`config.mk`:
```
export PLATFORM = sky130hd
export DESIGN_NAME = button_conditioner
export DESIGN_NICKNAME = d
export VERILOG_FILES = /design/src/rtl/clk_pkg.sv /design/src/rtl/btn_debounce_ch.sv /design/src/rtl/button_conditioner.sv
export SDC_FILE = /design/constraint.sdc
export NUM_CORES = 1
export LEC_CHECK = 0
export CAP_MARGIN = 10
export CORE_UTILIZATION = 50
export DETAILED_ROUTE_END_ITERATION = 8
export PLACE_DENSITY = 0.64
export SYNTH_ARGS = -nofsm -noshare
export SYNTH_HDL_FRONTEND = slang
export SYNTH_SLANG_ARGS = --single-unit
```
`constraint.sdc`:
```
create_clock -name clk -period 2.85 [get_ports clk]
set_input_delay 0.285 -clock clk [delete_from_list [all_inputs] [get_ports clk]]
set_output_delay 0.285 -clock clk [all_outputs]
set_load 0.05 [all_outputs]
```
`src/rtl/clk_pkg.sv`:
```
// Shared definitions for the clock front-end: button channel states, button
// indices and default timing constants.
package clk_pkg;

    typedef enum logic [1:0] {
        IDLE      = 2'd0,
        PRESS_CHK = 2'd1,
        HELD      = 2'd2,
        REL_CHK   = 2'd3
    } btn_state_t;

    localparam int BTN_UP     = 0;
    localparam int BTN_DOWN   = 1;
    localparam int BTN_MODIFY = 2;

    localparam int DEF_NUM_BTN         = 3;
    localparam int DEF_DEBOUNCE_CYCLES = 1_000_000;
    localparam int DEF_REPEAT_DELAY    = 50_000_000;
    localparam int DEF_REPEAT_PERIOD   = 20_000_000;
    localparam int DEF_SW_WIDTH        = 4;
    localparam logic [2:0] DEF_REPEAT_MASK = 3'b011;

    // Bits needed to hold 0..max_count, never less than one.
    function automatic int cnt_width(input int max_count);
        return (max_count < 1) ? 1 : $clog2(max_count + 1);
    endfunction

endpackage

```
`src/rtl/btn_debounce_ch.sv`:
```
// One already-synchronised button channel: debounce FSM with optional
// hold-to-repeat strobes.
//
// state     | meaning
// IDLE      | released, waiting for s=1
// PRESS_CHK | s=1 seen, counting stable-high cycles before accepting
// HELD      | press accepted, level=1, repeat counter running
// REL_CHK   | s=0 seen while held, counting stable-low cycles; repeat suspended
module btn_debounce_ch
    import clk_pkg::*;
#(
    parameter int DEBOUNCE_CYCLES = DEF_DEBOUNCE_CYCLES,
    parameter int REPEAT_DELAY    = DEF_REPEAT_DELAY,
    parameter int REPEAT_PERIOD   = DEF_REPEAT_PERIOD,
    parameter bit REPEAT_EN       = 1'b1
) (
    input  logic clk,
    input  logic rst_n,
    input  logic s,
    output logic level,
    output logic pulse
);

    localparam int DB_W  = cnt_width(DEBOUNCE_CYCLES - 1);
    localparam int RPT_W = cnt_width(REPEAT_DELAY - 1);
    localparam logic [DB_W-1:0]  DB_LAST    = DB_W'(DEBOUNCE_CYCLES - 1);
    localparam logic [RPT_W-1:0] RPT_LAST   = RPT_W'(REPEAT_DELAY - 1);
    localparam logic [RPT_W-1:0] RPT_RELOAD = RPT_W'(REPEAT_DELAY - REPEAT_PERIOD);

    btn_state_t       state, state_d;
    logic [DB_W-1:0]  db_cnt, db_cnt_d;
    logic [RPT_W-1:0] rpt_cnt, rpt_cnt_d;
    logic             level_d, pulse_d;

    always_ff @(posedge clk or negedge rst_n) begin
        if (!rst_n) begin
            state   <= IDLE;
            db_cnt  <= '0;
            rpt_cnt <= '0;
            level   <= 1'b0;
            pulse   <= 1'b0;
        end else begin
            state   <= state_d;
            db_cnt  <= db_cnt_d;
            rpt_cnt <= rpt_cnt_d;
            level   <= level_d;
            pulse   <= pulse_d;
        end
    end

    always_comb begin
        state_d   = state;
        db_cnt_d  = db_cnt;
        rpt_cnt_d = rpt_cnt;
        case (state)
            IDLE: begin
                if (s) begin
                    state_d  = PRESS_CHK;
                    db_cnt_d = '0;
                end
            end
            PRESS_CHK: begin
                if (!s) begin
                    state_d = IDLE;
                end else if (db_cnt == DB_LAST) begin
                    state_d   = HELD;
                    rpt_cnt_d = '0;
                end else begin
                    db_cnt_d = db_cnt + 1'b1;
                end
            end
            HELD: begin
                if (!s) begin
                    state_d  = REL_CHK;
                    db_cnt_d = '0;
                end else if (REPEAT_EN) begin
                    // Reloading keeps the counter inside 0..RPT_LAST, so it cannot wrap.
                    if (rpt_cnt == RPT_LAST) begin
                        rpt_cnt_d = RPT_RELOAD;
                    end else if (rpt_cnt < RPT_LAST) begin
                        rpt_cnt_d = rpt_cnt + 1'b1;
                    end
                end
            end
            REL_CHK: begin
                if (s) begin
                    state_d = HELD;
                end else if (db_cnt == DB_LAST) begin
                    state_d = IDLE;
                end else begin
                    db_cnt_d = db_cnt + 1'b1;
                end
            end
            default: state_d = IDLE;
        endcase
    end

    always_comb begin
        level_d = (state_d == HELD) || (state_d == REL_CHK);
        pulse_d = 1'b0;
        if (state == PRESS_CHK && s && db_cnt == DB_LAST) begin
            pulse_d = 1'b1;
        end else if (REPEAT_EN && state == HELD && s && rpt_cnt == RPT_LAST) begin
            pulse_d = 1'b1;
        end
    end

endmodule

```
`src/rtl/button_conditioner.sv`:
```
// Board button and mode-switch front end: 2-FF synchronisers plus one
// debounce/repeat channel per button.
module button_conditioner
    import clk_pkg::*;
#(
    parameter int NUM_BTN         = DEF_NUM_BTN,
    parameter int DEBOUNCE_CYCLES = DEF_DEBOUNCE_CYCLES,
    parameter int REPEAT_DELAY    = DEF_REPEAT_DELAY,
    parameter int REPEAT_PERIOD   = DEF_REPEAT_PERIOD,
    parameter logic [NUM_BTN-1:0] REPEAT_MASK = DEF_REPEAT_MASK,
    parameter int SW_WIDTH        = DEF_SW_WIDTH
) (
    input  logic                clk,
    input  logic                rst_n,
    input  logic [NUM_BTN-1:0]  btn_raw,
    input  logic [SW_WIDTH-1:0] sw_raw,
    output logic [NUM_BTN-1:0]  btn_level,
    output logic [NUM_BTN-1:0]  btn_pulse,
    output logic [SW_WIDTH-1:0] sw_sync
);

    logic [NUM_BTN-1:0]  btn_s1, btn_s2;
    logic [SW_WIDTH-1:0] sw_s1;

    always_ff @(posedge clk or negedge rst_n) begin
        if (!rst_n) begin
            btn_s1  <= '0;
            btn_s2  <= '0;
            sw_s1   <= '0;
            sw_sync <= '0;
        end else begin
            btn_s1  <= btn_raw;
            btn_s2  <= btn_s1;
            sw_s1   <= sw_raw;
            sw_sync <= sw_s1;
        end
    end

    for (genvar i = 0; i < NUM_BTN; i++) begin : g_ch
        btn_debounce_ch #(
            .DEBOUNCE_CYCLES (DEBOUNCE_CYCLES),
            .REPEAT_DELAY    (REPEAT_DELAY),
            .REPEAT_PERIOD   (REPEAT_PERIOD),
            .REPEAT_EN       (REPEAT_MASK[i])
        ) u_ch (
            .clk   (clk),
            .rst_n (rst_n),
            .s     (btn_s2[i]),
            .level (btn_level[i]),
            .pulse (btn_pulse[i])
        );
    end

endmodule

```
==> results.yml, run 1 <==
sta:
  slew_headroom_pct: 38.12
  rsz0062_at_grt: "false"
  setup_viol: 0
  setup_tns_ps: 0
  finalClockSkew_ps: 7.919
  fmax_mhz: 383.0
  finalHoldWorstSlack_ps: 299.7
  drv_slew: 0
  fin_crit_sh_pct: 91.61
  tightest_slew_ps: 928.2
  fin_crit_ps: 2611
  hold_viol_final: 0
routing:
  viasPerCell: 5.950
  initialDrtViolationCount: 405
  wirelength_mm: 15.80
  wire_per_inst_um: 16.17
  ant_nets: 0
  vias: 5813
  drc: 0
  drt-pass1-iter-count: 5
logic_synthesis:
  synth_area_mm2: 0.007217
  synth.largest_area_cell: "dfrtp_1"
  async_flop_share_pct: 100.0
  synth.net_count: 787
  avgSynthCellArea_um2: 9.336
  synth_warnings: 0
  ys_seq_elements: 138
  synth_top_family_by_area: "simple AND/OR/NAND/NOR gates"
  synth.area.mux_share_pct: 1.352
  ys_seq_area_share_pct: 47.85
  synth-simple-area-share_pct: 24.57
  yosysTopAreaCellShare_pct: 47.85
  ys_types: 63
  synth_xor_area_share_pct: 5.704
  synth-compound-area-share_pct: 16.19
  synth_area_leaders: "dfrtp_1 48%, nor2_1 4.0%, xnor2_1 3.8%, o21ai_0 3.7%, nand2_1 3.5%"
  syn-instance-count: 773
  synth_edf_count: 0
  synth_flop_cell: "dfrtp_1"
  synthAdderAreaFrac_pct: 0.8669
power:
  power_density_mw_per_mm2: 564.1
  p_leak_nw: 3.354
  irDropWorstVdd_uv: 394.3
hold_path:
  hp-class: "in2reg"
  hold_path_depth: 1
critical_path:
  critical-path-max-stage-delay_ps: 740
  cp.arrival_ps: 2870
  crit_type: "reg2reg"
  worst-path-stages: 6
  critPathTopFamily: "simple AND/OR/NAND/NOR gates"
  critical_path.max_fanout: 14
  cp-end-kind: "flop"
  path_buf_inv: 0
  cp-start-kind: "flop"
  worst_ep_required_time_ps: 3110
  cpMaxStageDelayCell: "or2_0"
  reg2regPathDepth: 6
  crit_chain: "nor4bb_1, nand4_1, o211a_1, o22ai_2, or2_0, o21ai_0"
cts:
  ctsHtreeMaxLevel: 4
  tritoncts: "done"
  insertion_delay_ps: 420
  numClockSinks: 138
  clk_pin_slew_ps: 60
  clockBufferDepth: 2
  clockRootBuffer: "clkbuf_16"
  cts_resized: 0
  cts_buffers: 17
  post_cts_buffers: 0
place:
  hpwl_mm: 10.51
  portBuffers: 18
  gp_congestion: 0.8986
grt:
  grt_max_degree: 65
  grt_first_pass_wirelength_mm: 27.44
  grt_use_total_pct: 23.38
  antenna_found_initial: 0
  grt_pass1_vias: 5664
  grt-ovfl-total: 0
floorplanning:
  die_x_um: 122.1
  dieArea_mm2: 0.01492
  die_h_um: 122.1
  ios: 19
  rows: 43
  start_util_pct: 51.59
  core_area_mm2: 0.01399
final_layout:
  nFillCells: 1279
  insertedDiodeCount: 0
  finalNetCount: 798
  syn_to_final_growth_pct: 13.89
  drive_gt1_share_pct: 8.657
status:
  status: "finished clean"
flow_run:
  drv_cap: 0
-- path summary, 6_finish.rpt --
check	slack (ps)	from	to
max	240	g_ch[0].u_ch.rpt_cnt[18]	g_ch[0].u_ch.rpt_cnt[2]
min	300	sw_raw[1]	sw_s1[1]
max reg2reg	240	g_ch[0].u_ch.rpt_cnt[18]	g_ch[0].u_ch.rpt_cnt[2]
min reg2reg	340	sw_s1[2]	sw_sync[2]
max in group asynchronous	1700	rst_n	g_ch[1].u_ch.db_cnt[5]
min in group asynchronous	420	rst_n	g_ch[2].u_ch.db_cnt[2]
-- per-stage QoR --
step	utilization (%)	area (um2)	total power, mW	std cells	setup WS (ps)
2_1_floorplan	-	7217	2.128	773	677.8
3_3_place_gp	53.95	7547	2.212	944	303.1
3_5_place_dp	53.95	7547	2.220	944	227.9
4_1_cts	58.76	8219	4.701	977	223.6
5_1_grt	58.76	8219	4.829	977	71.97
6_report	58.76	8219	4.637	977	239.0
-- routing by layer --
metal / vias up / wire length (um) / GRT usage, %
li1: 2837 / - / -
met1: 2840 / 7565 / 32.54
met2: 126 / 7367 / 35.98
met3: 10 / 737 / 5.478
met4: 0 / 129 / 7.393
met5: - / 0 / 0
-- cell usage after synthesis, types with 5 or more instances --
library cell,count
a21oi_1,35
nor4_1,16
mux2_2,6
xor2_1,16
o21ai_0,54
o22a_1,13
nand2b_1,10
nand3_1,43
o41ai_1,6
buf_4,7
or3_1,8
nand2_1,68
a31oi_1,15
ha_1,5
nor4b_1,6
nor2_1,77
nor4bb_1,5
and3_1,22
a41oi_1,5
nand4_1,25
inv_1,14
clkbuf_1,27
dfrtp_1,138
o31ai_1,24
xnor2_1,31
and4_1,6
and2_1,5
nor3_1,27
nor2b_1,7
-- power breakdown --
part	switching, mW	leakage, nW	internal [mW]
clock network	0.834	0.315	1.62
logic	0.0945	1.16	0.0553
registers	0.0382	1.88	1.99
total	0.966	3.35	3.67
-- cell families (layout without fill, tap and decap cells) --
group | after synthesis | count (layout)
flops | 138 | 138
fa+ha+maj | 5 | 5
compound gates | 176 | 176
xor+xnor | 47 | 47
simple gates | 342 | 342
buf+inv | 56 | 80
mux | 9 | 9
-- layout make-up --
class / instances / area, um2 / area share, %
inverters: 15 / 56.30 / 0.6850
well taps: 180 / 225.2 / 2.740
clock inverters: 11 / 191.4 / 2.329
repair buffers: 33 / 309.0 / 3.760
clock buffers: 21 / 470.5 / 5.724
multi-input cells: 579 / 3513 / 42.75
flip-flops and latches: 138 / 3453 / 42.02
-- worst register-to-register path, stage by stage, from the launching register on --
cell      delay (ps)
dfrtp_1          430
nor4bb_1         420
nand4_1          210
o211a_1          270
o22ai_2          170
or2_0            740
o21ai_0          220
-- registers in the layout, indices dropped and copies added, names as in the netlist --
signal             flops
sw_s1                  4
btn_s2                 3
g_ch.u_ch.state        6
g_ch.u_ch.rpt_cnt     52
btn_s1                 3
g_ch.u_ch.db_cnt      60
g_ch.u_ch.level        3
g_ch.u_ch.pulse        3
sw_sync                4
-- what timing repair did --
action	in CTS	in global routing
endpoints found under the hold margin	62	0
hold buffers	1	0
setup endpoints to repair	0	0
-- placed cells by master, fill, tap and decap left out, types with 6 or more instances in the layout --
master and count:
nand2_1 68, inv_1 14, and3_1 22, xor2_1 16, nor3_1 27, nor2b_1 7
a31oi_1 15, o21ai_0 54, nand2b_1 10, nand3_1 43, clkbuf_16 17, a21oi_1 35
o22a_1 13, buf_4 13, o31ai_1 24, o41ai_1 6, nand4_1 25, nor4b_1 6
clkdlybuf4s50_1 17, xnor2_1 31, and4_1 6, dfrtp_1 138, mux2_2 6, nor4_1 16
nor2_1 77, or3_1 8
Power figures use the tool's default switching activity.
==> run 2, diff against run 1 <==
Settings changed: SLEW_MARGIN from default to 20.
==> results of run 2 <==
The final DEF is identical to that of run 1; final timing and power are the same.
